### config.mk
export PLATFORM = sky130hd
export DESIGN_NAME = shared_data_stream_encoder_flat
export DESIGN_NICKNAME = d
export VERILOG_FILES = /design/src/rtl/shared_data_link_pkg.sv /design/src/rtl/axi4_lite_if.sv /design/src/rtl/shared_data_tx_fifo.sv /design/src/rtl/shared_data_stream_encoder.sv /design/src/flat_wrapper.sv
export SDC_FILE = /design/constraint.sdc
export NUM_CORES = 1
export LEC_CHECK = 0
export BUFFER_PORTS_ARGS = -buffer_cell sky130_fd_sc_hd__buf_2
export CAP_MARGIN = 10
export CORE_MARGIN = 2
export CORE_UTILIZATION = 43
export DETAILED_ROUTE_END_ITERATION = 10
export GPL_TIMING_DRIVEN = 0
export PLACE_DENSITY_LB_ADDON = 0.1
export SLEW_MARGIN = 10
export SYNTH_ARGS = -nofsm -noshare
export SYNTH_HDL_FRONTEND = slang
export SYNTH_SLANG_ARGS = --single-unit
export TNS_END_PERCENT = 30
### constraint.sdc
create_clock -name clk -period 8.5 [get_ports clk]
set_clock_uncertainty 0.15 [all_clocks]
set_input_delay 0.85 -clock clk [delete_from_list [all_inputs] [get_ports clk]]
set_output_delay 0.85 -clock clk [all_outputs]
set_load 0.01 [all_outputs]
### src/rtl/shared_data_link_pkg.sv
// Shared-data link definitions common to the TX stream encoder and the far-end decoder.
// Frame symbols, transceiver word type, frame FSM encoding, queued entry and CRC-8 step.
package shared_data_link_pkg;

    localparam int SHARED_MEM_AW = 12;
    localparam int LLRF_DW       = 32;

    localparam logic [7:0] K_COMMA = 8'hBC;
    localparam logic [7:0] K_SOF   = 8'hFB;
    localparam logic [7:0] K_EOF   = 8'hFD;

    localparam logic [1:0] AXI_RESP_OKAY   = 2'b00;
    localparam logic [1:0] AXI_RESP_SLVERR = 2'b10;

    typedef struct packed {
        logic [15:0] data;
        logic [1:0]  iskey;
    } xcvr_tx_data_word_t;

    localparam xcvr_tx_data_word_t IDLE_WORD = '{data: {K_COMMA, K_COMMA}, iskey: 2'b11};

    typedef enum logic [2:0] {
        ST_IDLE,
        ST_SOF,
        ST_ADDR,
        ST_DHI,
        ST_DLO,
        ST_EOF,
        ST_GAP
    } frame_state_t;

    typedef struct packed {
        logic [15:0] addr;
        logic [31:0] data;
    } tx_entry_t;

    // CRC-8, polynomial 0x07, one byte per call, MSB first.
    function automatic logic [7:0] crc8_step(input logic [7:0] crc, input logic [7:0] din);
        logic [7:0] c;
        c = crc ^ din;
        for (int unsigned i = 0; i < 8; i++) begin
            c = c[7] ? ((c << 1) ^ 8'h07) : (c << 1);
        end
        return c;
    endfunction

endpackage

### src/rtl/axi4_lite_if.sv
// AXI4-Lite bundle shared by the local shared-memory master and the link endpoints.
interface axi4_lite_if #(
    parameter int AW = 16,
    parameter int DW = 32
);
    logic [AW-1:0]   awaddr;
    logic            awvalid;
    logic            awready;
    logic [DW-1:0]   wdata;
    logic [DW/8-1:0] wstrb;
    logic            wvalid;
    logic            wready;
    logic [1:0]      bresp;
    logic            bvalid;
    logic            bready;
    logic [AW-1:0]   araddr;
    logic            arvalid;
    logic            arready;
    logic [DW-1:0]   rdata;
    logic [1:0]      rresp;
    logic            rvalid;
    logic            rready;

    modport slave (
        input  awaddr, awvalid, wdata, wstrb, wvalid, bready, araddr, arvalid, rready,
        output awready, wready, bresp, bvalid, arready, rdata, rresp, rvalid
    );

    modport master (
        output awaddr, awvalid, wdata, wstrb, wvalid, bready, araddr, arvalid, rready,
        input  awready, wready, bresp, bvalid, arready, rdata, rresp, rvalid
    );
endinterface

### src/rtl/shared_data_tx_fifo.sv
// First-word-fall-through queue of pending link writes; rd_data is valid whenever !empty.
module shared_data_tx_fifo
    import shared_data_link_pkg::*;
#(
    parameter int DEPTH = 8
) (
    input  logic      clk,
    input  logic      rst,
    input  logic      push,
    input  tx_entry_t wr_data,
    input  logic      pop,
    output tx_entry_t rd_data,
    output logic      full,
    output logic      empty
);

    localparam int PW = $clog2(DEPTH);

    tx_entry_t       mem [DEPTH];
    logic [PW-1:0]   wr_ptr;
    logic [PW-1:0]   rd_ptr;
    logic [PW:0]     count;
    logic            do_push;
    logic            do_pop;

    assign empty   = (count == '0);
    assign full    = (count == (PW+1)'(DEPTH));
    assign do_pop  = pop && !empty;
    // A pop in the same cycle frees the slot, so a push against a full queue still lands.
    assign do_push = push && (!full || do_pop);
    assign rd_data = mem[rd_ptr];

    always_ff @(posedge clk) begin
        if (do_push) begin
            mem[wr_ptr] <= wr_data;
        end
    end

    always_ff @(posedge clk or negedge rst) begin
        if (!rst) begin
            wr_ptr <= '0;
            rd_ptr <= '0;
            count  <= '0;
        end else begin
            if (do_push) begin
                wr_ptr <= wr_ptr + PW'(1);
            end
            if (do_pop) begin
                rd_ptr <= rd_ptr + PW'(1);
            end
            case ({do_push, do_pop})
                2'b10:   count <= count + (PW+1)'(1);
                2'b01:   count <= count - (PW+1)'(1);
                default: count <= count;
            endcase
        end
    end

endmodule

### src/rtl/shared_data_stream_encoder.sv
// TX end of the shared-data link: queues AXI4-Lite writes and frames them as 8b10b symbol words.
// Build option SHARED_DATA_TX_CRC_EN replaces the constant EOF check byte with a CRC-8.
module shared_data_stream_encoder
    import shared_data_link_pkg::*;
#(
    parameter int FIFO_DEPTH = 8,
    parameter int AW         = SHARED_MEM_AW,
    parameter int DW         = LLRF_DW
) (
    input  logic               clk,
    input  logic               rst,
    axi4_lite_if.slave         s_axi,
    input  logic               data_tx_ena,
    output logic               data_tx_req,
    output xcvr_tx_data_word_t tx_data_out
);

    logic          aw_held;
    logic          w_held;
    logic [AW-1:0] aw_addr_q;
    logic [DW-1:0] w_data_q;
    logic [3:0]    w_strb_q;
    logic          bvalid_q;
    logic [1:0]    bresp_q;
    logic          rvalid_q;

    logic          resp_stall;
    logic          aw_fire;
    logic          w_fire;
    logic          commit;

    logic          fifo_push;
    logic          fifo_pop;
    logic          fifo_full;
    logic          fifo_empty;
    tx_entry_t     fifo_wr;
    tx_entry_t     fifo_rd;

    frame_state_t  state_q;
    frame_state_t  state_d;
    tx_entry_t     entry_q;
    logic [7:0]    seq_q;
    logic [7:0]    chk;

    logic          unused_ar;

    // Write path: independent AW/W capture, one write in flight, one outstanding response.
    assign resp_stall    = bvalid_q && !s_axi.bready;
    assign s_axi.awready = !aw_held && !fifo_full && !resp_stall;
    assign s_axi.wready  = !w_held && !fifo_full && !resp_stall;
    assign aw_fire       = s_axi.awvalid && s_axi.awready;
    assign w_fire        = s_axi.wvalid && s_axi.wready;
    assign commit        = aw_held && w_held;
    assign fifo_push     = commit && (w_strb_q == 4'hF);
    assign fifo_wr       = '{addr: 16'(aw_addr_q), data: w_data_q};
    assign s_axi.bvalid  = bvalid_q;
    assign s_axi.bresp   = bresp_q;

    assign s_axi.arready = 1'b1;
    assign s_axi.rvalid  = rvalid_q;
    assign s_axi.rresp   = AXI_RESP_SLVERR;
    assign s_axi.rdata   = '0;
    assign unused_ar     = ^s_axi.araddr;

    always_ff @(posedge clk or negedge rst) begin
        if (!rst) begin
            aw_held   <= 1'b0;
            w_held    <= 1'b0;
            aw_addr_q <= '0;
            w_data_q  <= '0;
            w_strb_q  <= '0;
            bvalid_q  <= 1'b0;
            bresp_q   <= AXI_RESP_OKAY;
            rvalid_q  <= 1'b0;
        end else begin
            if (aw_fire) begin
                aw_held   <= 1'b1;
                aw_addr_q <= s_axi.awaddr;
            end else if (commit) begin
                aw_held <= 1'b0;
            end
            if (w_fire) begin
                w_held   <= 1'b1;
                w_data_q <= s_axi.wdata;
                w_strb_q <= s_axi.wstrb;
            end else if (commit) begin
                w_held <= 1'b0;
            end
            if (commit) begin
                bvalid_q <= 1'b1;
                bresp_q  <= fifo_push ? AXI_RESP_OKAY : AXI_RESP_SLVERR;
            end else if (s_axi.bready) begin
                bvalid_q <= 1'b0;
            end
            if (s_axi.arvalid && !rvalid_q) begin
                rvalid_q <= 1'b1;
            end else if (s_axi.rready) begin
                rvalid_q <= 1'b0;
            end
        end
    end

    shared_data_tx_fifo #(
        .DEPTH (FIFO_DEPTH)
    ) u_fifo (
        .clk     (clk),
        .rst     (rst),
        .push    (fifo_push),
        .wr_data (fifo_wr),
        .pop     (fifo_pop),
        .rd_data (fifo_rd),
        .full    (fifo_full),
        .empty   (fifo_empty)
    );

    // The next frame's entry is taken on the same ena cycle that moves into SOF.
    assign fifo_pop = data_tx_ena && !fifo_empty && ((state_q == ST_IDLE) || (state_q == ST_GAP));

    always_ff @(posedge clk or negedge rst) begin
        if (!rst) begin
            state_q <= ST_IDLE;
        end else begin
            state_q <= state_d;
        end
    end

    always_comb begin
        state_d = state_q;
        if (data_tx_ena) begin
            case (state_q)
                ST_IDLE: state_d = fifo_empty ? ST_IDLE : ST_SOF;
                ST_SOF:  state_d = ST_ADDR;
                ST_ADDR: state_d = ST_DHI;
                ST_DHI:  state_d = ST_DLO;
                ST_DLO:  state_d = ST_EOF;
                ST_EOF:  state_d = ST_GAP;
                ST_GAP:  state_d = fifo_empty ? ST_IDLE : ST_SOF;
                default: state_d = ST_IDLE;
            endcase
        end
    end

    always_comb begin
        tx_data_out = IDLE_WORD;
        data_tx_req = !fifo_empty || (state_q != ST_IDLE);
        case (state_q)
            ST_SOF:  tx_data_out = '{data: {K_SOF, seq_q}, iskey: 2'b10};
            ST_ADDR: tx_data_out = '{data: entry_q.addr, iskey: 2'b00};
            ST_DHI:  tx_data_out = '{data: entry_q.data[31:16], iskey: 2'b00};
            ST_DLO:  tx_data_out = '{data: entry_q.data[15:0], iskey: 2'b00};
            ST_EOF:  tx_data_out = '{data: {K_EOF, chk}, iskey: 2'b10};
            default: tx_data_out = IDLE_WORD;
        endcase
    end

    always_ff @(posedge clk or negedge rst) begin
        if (!rst) begin
            entry_q <= '0;
            seq_q   <= '0;
        end else begin
            if (fifo_pop) begin
                entry_q <= fifo_rd;
            end
            if (data_tx_ena && (state_q == ST_EOF)) begin
                seq_q <= seq_q + 8'd1;
            end
        end
    end

`ifdef SHARED_DATA_TX_CRC_EN
    logic [7:0] crc_q;

    // Seq byte is folded in with the address so each frame restarts from a clean CRC.
    always_ff @(posedge clk or negedge rst) begin
        if (!rst) begin
            crc_q <= '0;
        end else if (data_tx_ena) begin
            case (state_q)
                ST_ADDR: crc_q <= crc8_step(crc8_step(crc8_step(8'h00, seq_q),
                                                      entry_q.addr[15:8]), entry_q.addr[7:0]);
                ST_DHI:  crc_q <= crc8_step(crc8_step(crc_q, entry_q.data[31:24]), entry_q.data[23:16]);
                ST_DLO:  crc_q <= crc8_step(crc8_step(crc_q, entry_q.data[15:8]), entry_q.data[7:0]);
                default: crc_q <= crc_q;
            endcase
        end
    end

    assign chk = crc_q;
`else
    assign chk = 8'h00;
`endif

endmodule
### src/flat_wrapper.sv
// flat-port wrapper written by rule: the top's interface ports become plain ports
module shared_data_stream_encoder_flat import shared_data_link_pkg::*;
#(
    parameter int FIFO_DEPTH = 8,
    parameter int AW         = SHARED_MEM_AW,
    parameter int DW         = LLRF_DW
)
  (clk, rst, data_tx_ena, data_tx_req, tx_data_out, s_axi_awaddr, s_axi_awvalid, s_axi_wdata, s_axi_wstrb, s_axi_wvalid, s_axi_bready, s_axi_araddr, s_axi_arvalid, s_axi_rready, s_axi_awready, s_axi_wready, s_axi_bresp, s_axi_bvalid, s_axi_arready, s_axi_rdata, s_axi_rresp, s_axi_rvalid);
  axi4_lite_if #(.AW(AW), .DW(DW)) s_axi_i ();
  input  logic clk;
  input  logic rst;
  input  logic data_tx_ena;
  output logic data_tx_req;
  output xcvr_tx_data_word_t tx_data_out;
  input wire logic [$bits(s_axi_i.awaddr)-1:0] s_axi_awaddr;
  input wire logic [$bits(s_axi_i.awvalid)-1:0] s_axi_awvalid;
  input wire logic [$bits(s_axi_i.wdata)-1:0] s_axi_wdata;
  input wire logic [$bits(s_axi_i.wstrb)-1:0] s_axi_wstrb;
  input wire logic [$bits(s_axi_i.wvalid)-1:0] s_axi_wvalid;
  input wire logic [$bits(s_axi_i.bready)-1:0] s_axi_bready;
  input wire logic [$bits(s_axi_i.araddr)-1:0] s_axi_araddr;
  input wire logic [$bits(s_axi_i.arvalid)-1:0] s_axi_arvalid;
  input wire logic [$bits(s_axi_i.rready)-1:0] s_axi_rready;
  output wire logic [$bits(s_axi_i.awready)-1:0] s_axi_awready;
  output wire logic [$bits(s_axi_i.wready)-1:0] s_axi_wready;
  output wire logic [$bits(s_axi_i.bresp)-1:0] s_axi_bresp;
  output wire logic [$bits(s_axi_i.bvalid)-1:0] s_axi_bvalid;
  output wire logic [$bits(s_axi_i.arready)-1:0] s_axi_arready;
  output wire logic [$bits(s_axi_i.rdata)-1:0] s_axi_rdata;
  output wire logic [$bits(s_axi_i.rresp)-1:0] s_axi_rresp;
  output wire logic [$bits(s_axi_i.rvalid)-1:0] s_axi_rvalid;
  assign s_axi_i.awaddr = s_axi_awaddr;
  assign s_axi_i.awvalid = s_axi_awvalid;
  assign s_axi_i.wdata = s_axi_wdata;
  assign s_axi_i.wstrb = s_axi_wstrb;
  assign s_axi_i.wvalid = s_axi_wvalid;
  assign s_axi_i.bready = s_axi_bready;
  assign s_axi_i.araddr = s_axi_araddr;
  assign s_axi_i.arvalid = s_axi_arvalid;
  assign s_axi_i.rready = s_axi_rready;
  assign s_axi_awready = s_axi_i.awready;
  assign s_axi_wready = s_axi_i.wready;
  assign s_axi_bresp = s_axi_i.bresp;
  assign s_axi_bvalid = s_axi_i.bvalid;
  assign s_axi_arready = s_axi_i.arready;
  assign s_axi_rdata = s_axi_i.rdata;
  assign s_axi_rresp = s_axi_i.rresp;
  assign s_axi_rvalid = s_axi_i.rvalid;
  shared_data_stream_encoder #(.FIFO_DEPTH(FIFO_DEPTH), .AW(AW), .DW(DW)) u_core (.clk(clk), .rst(rst), .s_axi(s_axi_i), .data_tx_ena(data_tx_ena), .data_tx_req(data_tx_req), .tx_data_out(tx_data_out));
endmodule
# == Word-level counts from Yosys, hierarchy flattened ==
# Memory sizes are Yosys's and may differ from the RTL's. A register that Yosys moved wholly into a read port is not among the register bits.
# Cells that the tools add are included.
# op_classes
addsub,5
n_mul,0
n_div,0
n_lt_le_gt_ge,0
eq_ne,10
shifts,0
n_mux,14
bitwise_logic,0
reduce_logical,35
# op_table
op,count
one-hot mux 18 bit (5 select lines),1
one-hot mux 3 bit (6 select lines),1
logical AND 1 bit,15
2-to-1 mux 1 bit,10
nonzero test 2 bit,5
"equality test 3 bit, second input constant",3
"adder 8 x 1 -> 8 bit, second input constant",1
"equality test 4 bit, second input constant",2
zero test 1 bit,8
one-hot mux 4 bit (2 select lines),1
"adder 3 x 1 -> 3 bit, second input constant",2
"equality test 3 x 2 -> 1 bit, second input constant",2
"adder 4 x 1 -> 4 bit, second input constant",1
zero test 4 bit,1
"subtractor 4 x 1 -> 4 bit, second input constant",1
"equality test 3 x 1 -> 1 bit, second input constant",1
zero test 3 bit,1
logical OR 1 bit,3
nonzero test 3 bit,1
"equality test 2 x 1 -> 1 bit, second input constant",1
"equality test 2 bit, second input constant",1
2-to-1 mux 2 bit,1
OR reduction 2 bit,1
# totals
reg_bits,91
latch_bits,0
ramBits,352
romBits,0
inputBits,68
out_inout_bits,60
word_cells,79
n_memories,1
# memory_table
name,words,width,read_ports,rd_clocked_by_memory_dff,write_ports,line_no,text
u_core.u_fifo.mem,8,44,1,1,1,shared_data_tx_fifo.sv:19,tx_entry_t mem [DEPTH];

# == Logic depth before layout (Yosys ltp) ==
# Gate-level depths: netlist (run 1).
# depth
depth_word,9
ltp_mapped,12
mapped_depth_nobuf,11

# == Cells and area by module ==
# A second synthesis (run 1) with hierarchy kept.
# unflattened
cells_unflattened,1010
hier_area_um2,20283.2
# modules_own_cells
module,n_inst,cells_each,area_per_inst_um2,seq_area_each_um2
shared_data_tx_fifo,1,621,15189.6,11781.3
shared_data_stream_encoder,1,389,5093.6,2802.7

# == Worst setup path after synthesis (run 1) ==
# Ideal clock, no wire load.
# synth_path
path_type,input to register
from,in data_tx_ena
to,mem u_core.u_fifo.mem[4][0] in the netlist's numbering (enable)
setup_ps,571
arrival_time_ps,5969
t_required_ps,7779
slack_ps,1810
cell_stages,4
n_path_buf,0
cell_sequence,nor2b_1 and2_1 o21ai_1 nor4b_1
# synth_via
elab_chain_len,7
# synth_rtl
item,line_no,text
start: declaration,flat_wrapper.sv:12,input logic data_tx_ena;
logical AND 1 bit (2 in series),shared_data_stream_encoder.sv:117,assign fifo_pop = data_tx_ena && !fifo_empty && ((state_q == ST_IDLE) || (state_q == ST_GAP));
logical AND 1 bit,shared_data_tx_fifo.sv:28,assign do_pop = pop && !empty;
logical OR 1 bit,shared_data_tx_fifo.sv:30,assign do_push = push && (!full || do_pop);
logical AND 1 bit,shared_data_tx_fifo.sv:30,
2-to-1 mux 1 bit,shared_data_tx_fifo.sv:34,if (do_push) begin
2-to-1 mux 1 bit (implied by the code),shared_data_tx_fifo.sv:35,mem[wr_ptr] <= wr_data;
end: declaration,shared_data_tx_fifo.sv:19,
# No other way between the ends.

==> results.cfg, run 1 <==
[placement]
gpl.final_weighted_congestion = 0.8228
place_worst_setup_slack_ns = 4.727
io_buffer_count = 79
place_area_sq_um = 20510
hpwl_mm = 27.92

[clock_tree]
clock-root-buffer = sky130_fd_sc_hd__clkbuf_16
clock_insertion_delay_worst_skew_ns = 0.58
cts.htree.levels = 2
clock-sinks = 470
ctsResizeCount = 0
clk_path_buf_depth = 3
postCtsHoldBufs = 0
clkSlewWorstSetupHoldPaths_ns = 0.06
post-cts-setup-buffer-count = 0
tritoncts_clock_tree = done
cts_made_buffers = 50

[sta]
post-route-period-util_pct = 43.17
period_minus_slack_ns = 3.669
fmaxAchievable_mhz = 272.5
setup_slack_ns = 4.831
slew-limit-headroom_pct = 33.12
setup-violations-final = 0
tightest_slew_ns = 1.003
final_hold_viol_count = 0
final_hold_slack_ns = 0.1229
setup_repair_after_global_routing_missed_its_margin = false
setup_tns_ns = 0
slew_violations = 0

[logic_synthesis]
seq_area_frac_synth_pct = 72.27
netlist-cell-type-count = 51
synth-async-reset-ratio_pct = 25.11
postSynthRegisterBits = 470
synth_cells = 1013
synthFlopType = sky130_fd_sc_hd__edfxtp_1
yosys_warnings = 0
main_combinational_cell_family_by_area_after_synthesis = multiplexers
synth_edf_count = 352
synth_mux_area_share_pct = 16.97
synth-simple-area-share_pct = 3.363
yosys.area_share.xor_xnor_pct = 0.7021
synthAdderAreaFrac_pct = 0.4413
syn_area_per_cell_sq_um = 18.47
synth_compound_area_share_pct = 3.069
syn-cell-area_sq_um = 18710

[floorplan]
fp.dieH_um = 212.6
num_io_pins = 128
core_area_sq_um = 42980
start_util_pct = 43.54
die_x_um = 212.6
floorplan_die_area_sq_um = 45200
std_cell_rows = 76

[critical_path]
timing.critical_path.required_ns = 7.50
critical_path.startpoint_type = flop
timing.critical_path.arrival_ns = 2.67
cp_endpoint_kind = output pin
setup.worst_path.class = reg -> out
crit_path_max_fanout = 10

[power]
power_per_cell_area_nw_per_um2 = 350.3
switching_share_pct = 31.22
internal_power_uw = 5356
seqPwrFrac_pct = 43.8
ir_drop_uv = 162.2
power.combinational.fraction_pct = 27.5
power_leakage_uw = 0.008127
total_switching_power_uw = 2431
fin_total_pwr_uw = 7787
share_clk_of_total_power_pct = 28.7

[drt]
post_drt_via_cell_ratio = 5.072
first_pass_iters = 5
drc_errors = 0
num_vias = 9378
drt_iter0_drc = 815
detail_route.wirelength_mm = 41.37
routedWlPerCell_um = 22.38
detail-route-antenna-nets = 0

[global_routing]
initial_antenna_violation_count = 0
grt_max_degree = 63
grt_pass1_wl_mm = 61.51
first_global_vias = 9439
grt.total_usage_pct = 18.93
gr-total-overflow = 0

[layout]
multi_input_comb_area_sq_um = 4777
final.fill_count = 3572
drive_above_1_share_pct = 32.28
post-route-cell-area_sq_um = 22230
finalNetCount = 1296
antenna-diode-count = 0
synthToLayoutAreaGrowth_pct = 18.77
area_of_all_sequential_standard_cells_sq_um = 13520

[outcome]
status = completed

[run]
cap_violations = 0

[min_path]
holdCritPathClass = in -> async
## power by group through the flow
stage / sequential [uW] / combinational, uW / clock [uW]
after CTS: 3410 / 2190 / 2290
final: 3410 / 2140 / 2240
after global placement: 3440 / 2150 / 0
after detailed placement: 3450 / 2180 / 0
after floorplan: 3280 / 1540 / 0
after global routing: 3470 / 2340 / 2390
## worst max-delay path, cell delays in order, from the launching register on
cell                       delay, ns
sky130_fd_sc_hd__dfrtp_1        0.43
sky130_fd_sc_hd__clkbuf_1       0.40
sky130_fd_sc_hd__inv_1          0.15
sky130_fd_sc_hd__nor2_1         0.26
sky130_fd_sc_hd__a22oi_1        0.13
sky130_fd_sc_hd__o21ai_0        0.48
sky130_fd_sc_hd__buf_2          0.24
## cells in the mapped netlist, drive strengths merged (3+ instances only)
cell type	n	area share, %
mux2	51	3.7
xor2	3	0.14
nand3	3	0.080
nand2	37	0.80
inv	12	0.24
o21ai	15	0.40
ha	5	0.33
clkbuf	15	0.30
edfxtp	352	56
nor3b	4	0.27
buf	73	2.6
nor3	6	0.31
a22oi	6	0.24
nor2b	4	0.13
nand2b	6	0.20
nor2	57	1.2
and3	3	0.10
o22ai	4	0.13
mux4	88	11
dfrtp	118	16
nand4	3	0.10
mux2i	51	2.7
xnor2	12	0.56
a21oi	66	1.8
## worst paths after layout
| check | depth (start not counted) | slack, ns | startpoint | to |
|---|---|---|---|---|
| worst max-delay path | 6 | 4.83 | u_core.state_q[0] | tx_data_out[3] |
| worst min-delay path | 1 | 0.12 | rst | u_core.aw_addr_q[5] |
| worst max register to register | 9 | 5.18 | u_core.state_q[2] | u_core.u_fifo.mem[1][21] |
| worst min register to register | 1 | 0.31 | u_core.s_axi.rvalid | u_core.s_axi.rvalid |
| max in group asynchronous | 2 | 7.30 | rst | u_core.entry_q[18] |
| min in group clk | 2 | 0.29 | s_axi_rready | u_core.s_axi.rvalid |
## sequential cells by signal, summed over array words and instances, names as in the netlist
signal	cells
u_core.aw_held	1
u_core.s_axi.bresp	1
u_core.u_fifo.wr_ptr	3
u_core.u_fifo.mem	352
u_core.aw_addr_q	12
u_core.u_fifo.count	4
u_core.w_held	1
u_core.w_data_q	32
u_core.s_axi.bvalid	1
u_core.seq_q	8
u_core.s_axi.rvalid	1
u_core.entry_q	44
u_core.state_q	3
u_core.u_fifo.rd_ptr	3
u_core.w_strb_q	4
## logic make-up (layout without fill, tap and decap cells)
logic type	Yosys count	count (layout)
AO/OA/AOI/OAI	101	101
XOR/XNOR	15	15
adder cells (fa/ha/maj)	6	6
buffers and inverters	100	317
flip-flops	470	470
multiplexers	190	190
other	2	36
AND/OR/NAND/NOR	129	129
## layout make-up
class,count,share of cell area [%]
Buffer,88,2.449
Clock buffer,66,6.457
Clock inverter,28,1.283
Inverter,12,0.2027
Multi-Input combinational cell,477,21.49
Sequential cell,470,60.84
Tap cell,585,3.293
Timing Repair Buffer,123,3.980
## routing by layer
metal  up-vias  share of wire (%)  track usage (%)
li1       4277                  -                -
met1      4858                 45            27.01
met2       184                 48            29.75
met3        59                4.2            3.383
met4         0                2.4            6.053
met5         -                  0                0
## placed cells by master, fill, tap and decap left out, types with 5 or more instances in the layout
cell | synthesis | routed
sky130_fd_sc_hd__dfrtp_1 | 118 | 118
sky130_fd_sc_hd__inv_1 | 11 | 11
sky130_fd_sc_hd__nand2_1 | 33 | 33
sky130_fd_sc_hd__a22oi_1 | 6 | 6
sky130_fd_sc_hd__a21oi_1 | 66 | 66
sky130_fd_sc_hd__mux2_1 | 17 | 17
sky130_fd_sc_hd__ha_1 | 5 | 5
sky130_fd_sc_hd__xnor2_1 | 12 | 12
sky130_fd_sc_hd__buf_6 | 5 | 12
sky130_fd_sc_hd__mux2_2 | 5 | 5
sky130_fd_sc_hd__mux2i_1 | 51 | 51
sky130_fd_sc_hd__bufinv_16 | 0 | 6
sky130_fd_sc_hd__o21ai_0 | 12 | 12
sky130_fd_sc_hd__conb_1 | 2 | 36
sky130_fd_sc_hd__nor2_1 | 56 | 55
sky130_fd_sc_hd__clkinv_2 | 0 | 7
sky130_fd_sc_hd__mux4_2 | 88 | 88
sky130_fd_sc_hd__buf_2 | 24 | 104
sky130_fd_sc_hd__clkbuf_1 | 15 | 22
sky130_fd_sc_hd__clkbuf_16 | 0 | 53
sky130_fd_sc_hd__mux2_4 | 29 | 29
sky130_fd_sc_hd__buf_1 | 5 | 5
sky130_fd_sc_hd__clkinv_1 | 0 | 12
sky130_fd_sc_hd__edfxtp_1 | 352 | 352
sky130_fd_sc_hd__clkbuf_8 | 0 | 6
sky130_fd_sc_hd__buf_8 | 0 | 11
sky130_fd_sc_hd__nand2b_1 | 6 | 6
sky130_fd_sc_hd__buf_4 | 39 | 61
## metrics by stage
step / cells / util [%]
after floorplan: 1047 / -
after global placement: 1711 / 46.46
after detailed placement: 1755 / 47.71
after CTS: 1849 / 51.71
after global routing: 1849 / 51.71
final: 1849 / 51.71
(Power assumes the default switching activity.)
==> inputs of run 2 (changes only) <==
- clock period: 8.5 -> 3.8 ns (I/O delays scaled with it)
==> results.cfg, run 2 (same netlist as run 1, synthesis figures left out) <==
[outcome]
status = completed

[floorplan]
start_util_pct = 43.54
num_io_pins = 128
fp.dieH_um = 212.6
core_area_sq_um = 42980
std_cell_rows = 76
die_x_um = 212.6
floorplan_die_area_sq_um = 45200

[power]
internal_power_uw = 11770
switching_share_pct = 31.66
power_per_cell_area_nw_per_um2 = 757.4
power_leakage_uw = 0.008291
power.combinational.fraction_pct = 28.1
total_switching_power_uw = 5452
fin_total_pwr_uw = 17220
share_clk_of_total_power_pct = 27.7
ir_drop_uv = 351.2
seqPwrFrac_pct = 44.2

[placement]
io_buffer_count = 79
place.detailed.instances = 1746
place_worst_setup_slack_ns = 0.5140
hpwl_mm = 27.77
gpl.final_weighted_congestion = 0.8029

[drt]
first_pass_iters = 4
routedWlPerCell_um = 21.99
detail_route.wirelength_mm = 41.57
detail-route-antenna-nets = 0
post_drt_via_cell_ratio = 5.102
drt_iter0_drc = 553
drc_errors = 0
num_vias = 9642

[layout]
final.fill_count = 3553
largest_registers = u_core.u_fifo.mem: 352 flops, u_core.entry_q: 44 flops, u_core.w_data_q: 32 flops
synthToLayoutAreaGrowth_pct = 21.49
multi_input_comb_area_sq_um = 4801
drive_above_1_share_pct = 31.03
top_register = u_core.u_fifo.mem
finish.utilization_pct = 52.89
layout_commonest_cell = sky130_fd_sc_hd__edfxtp_1
area_of_all_sequential_standard_cells_sq_um = 13520
final_cells = 1890
finalNetCount = 1339
largest_reg_flops = 352
antenna-diode-count = 0
most_used_cells_in_the_layout_excluding_fill_and_tap_cells = sky130_fd_sc_hd__edfxtp_1 (352), sky130_fd_sc_hd__dfrtp_1 (118), sky130_fd_sc_hd__buf_2 (102), sky130_fd_sc_hd__mux4_2 (88), sky130_fd_sc_hd__a21oi_1 (66)

[critical_path]
critical_path.max_stage_delay_ns = 0.72
worstReg2RegStart = u_core.state_q[2]
crit_path_max_fanout = 11
worst_r2r_end = u_core.u_fifo.mem[3][22]
cp_cell_sequence = buf_2 > xnor2_1 > nand2_1 > a31oi_2 > nand2_2 > nor3b_4 > buf_16 > buf_16 > buf_8
setup.worst_path.class = reg -> reg
critical_path.startpoint_type = flop
reg2reg_setup_slack_ns = 0.49
critical_path_s_slowest_cell = sky130_fd_sc_hd__nor3b_4
timing.critical_path.required_ns = 3.93
cp_most_frequent_cell = sky130_fd_sc_hd__buf_16
worst_setup_path_startpoint = u_core.state_q[2]
cp_endpoint_kind = flop
timing.critical_path.arrival_ns = 3.45
worstRegToRegCells = 9

[sta]
slew-limit-headroom_pct = 36.04
setup_repair_after_global_routing_missed_its_margin = false
final_hold_viol_count = 0
post-route-period-util_pct = 87.16
setup-violations-final = 0
fmaxAchievable_mhz = 301.9
period_minus_slack_ns = 3.312
tightest_slew_ns = 0.9595
setup_slack_ns = 0.4879
final_hold_slack_ns = 0.1800
slew_violations = 0

[clock_tree]
clk_path_buf_depth = 3
clock_insertion_delay_worst_skew_ns = 0.58
tritoncts_clock_tree = done
clkSlewWorstSetupHoldPaths_ns = 0.06
clock-sinks = 470
clock-root-buffer = sky130_fd_sc_hd__clkbuf_16
cts.htree.levels = 2
post-cts-setup-buffer-count = 0
cts_made_buffers = 49

[global_routing]
grt_max_degree = 62
grt_pass1_wl_mm = 62.46
grt.total_usage_pct = 19.05
gr-total-overflow = 0
first_global_vias = 9855
initial_antenna_violation_count = 0

[min_path]
worst_hold_path.endpoint = u_core.aw_addr_q[2]
timing.hold.worst_path_depth = 3
min_from = s_axi_awvalid
holdCritPathClass = in -> reg

[run]
cap_violations = 0
-- run 2: cell count changes in the layout (fill, tap and decap cells not counted), moves of 5 or more --
cell	change
sky130_fd_sc_hd__buf_4	-18
sky130_fd_sc_hd__dlygate4sd3_1	+53
sky130_fd_sc_hd__clkinv_1	-6
sky130_fd_sc_hd__clkinv_2	+8
sky130_fd_sc_hd__buf_8	+5
-- run 2: area by class of cell --
type                       count  share of cell area, %
inverter                      12                 0.1981
tap                          585                  3.220
timing repair buffer         167                  6.467
sequential                   470                  59.48
clock buffer                  63                  6.164
clock inverter                28                 0.9576
buffer                        88                  2.394
multi-input combinational    477                  21.12
-- run 2: worst max path at each step --
stage                                     to  depth (start not counted)
floorplan            u_core.u_fifo.mem[5][0]                          4
global placement    u_core.u_fifo.mem[5][13]                          5
detailed placement  u_core.u_fifo.mem[3][16]                          9
CTS                 u_core.u_fifo.mem[3][22]                          9
global route        u_core.u_fifo.mem[3][22]                          9
finish              u_core.u_fifo.mem[3][22]                          9
-- run 2: what timing repair did --
item                                    in CTS  in global routing
endpoints found under the setup margin       0                  0
hold buffers                                53                  0
resized for setup                            0                  0
endpoints found under the hold margin      110                  0
-- run 2: per-stage QoR --
stage	TNS (ns)	instance area, sq um
after floorplan	-77.64	18860
after global placement	-971.20	19990
after detailed placement	0	20580
after CTS	0	22730
after global routing	0	22730
final	0	22730
-- run 2: power by group through the flow --
stage                     Clock [uW]  Combinational (uW)  Sequential [uW]
after floorplan                    0                3440             7350
after global placement             0                4830             7680
after detailed placement           0                4910             7710
after CTS                       4890                4960             7620
after global routing            5080                5280             7740
final                           4760                4840             7610
-- run 2: routing by layer --
layer | track usage (%) | share of wire (%)
met5 | 0 | 0
met4 | 5.980 | 2.2
met3 | 2.999 | 4.2
met2 | 29.27 | 46
met1 | 28.09 | 47
-- run 2: critical path, delay by kind of cell (launching register included) --
family / cells / cell delay [ns]
AO/OA/AOI/OAI: 1 / 0.34
buffers and inverters: 4 / 0.72
XOR/XNOR: 1 / 0.32
AND/OR/NAND/NOR: 3 / 1.13
flip-flops: 1 / 0.35
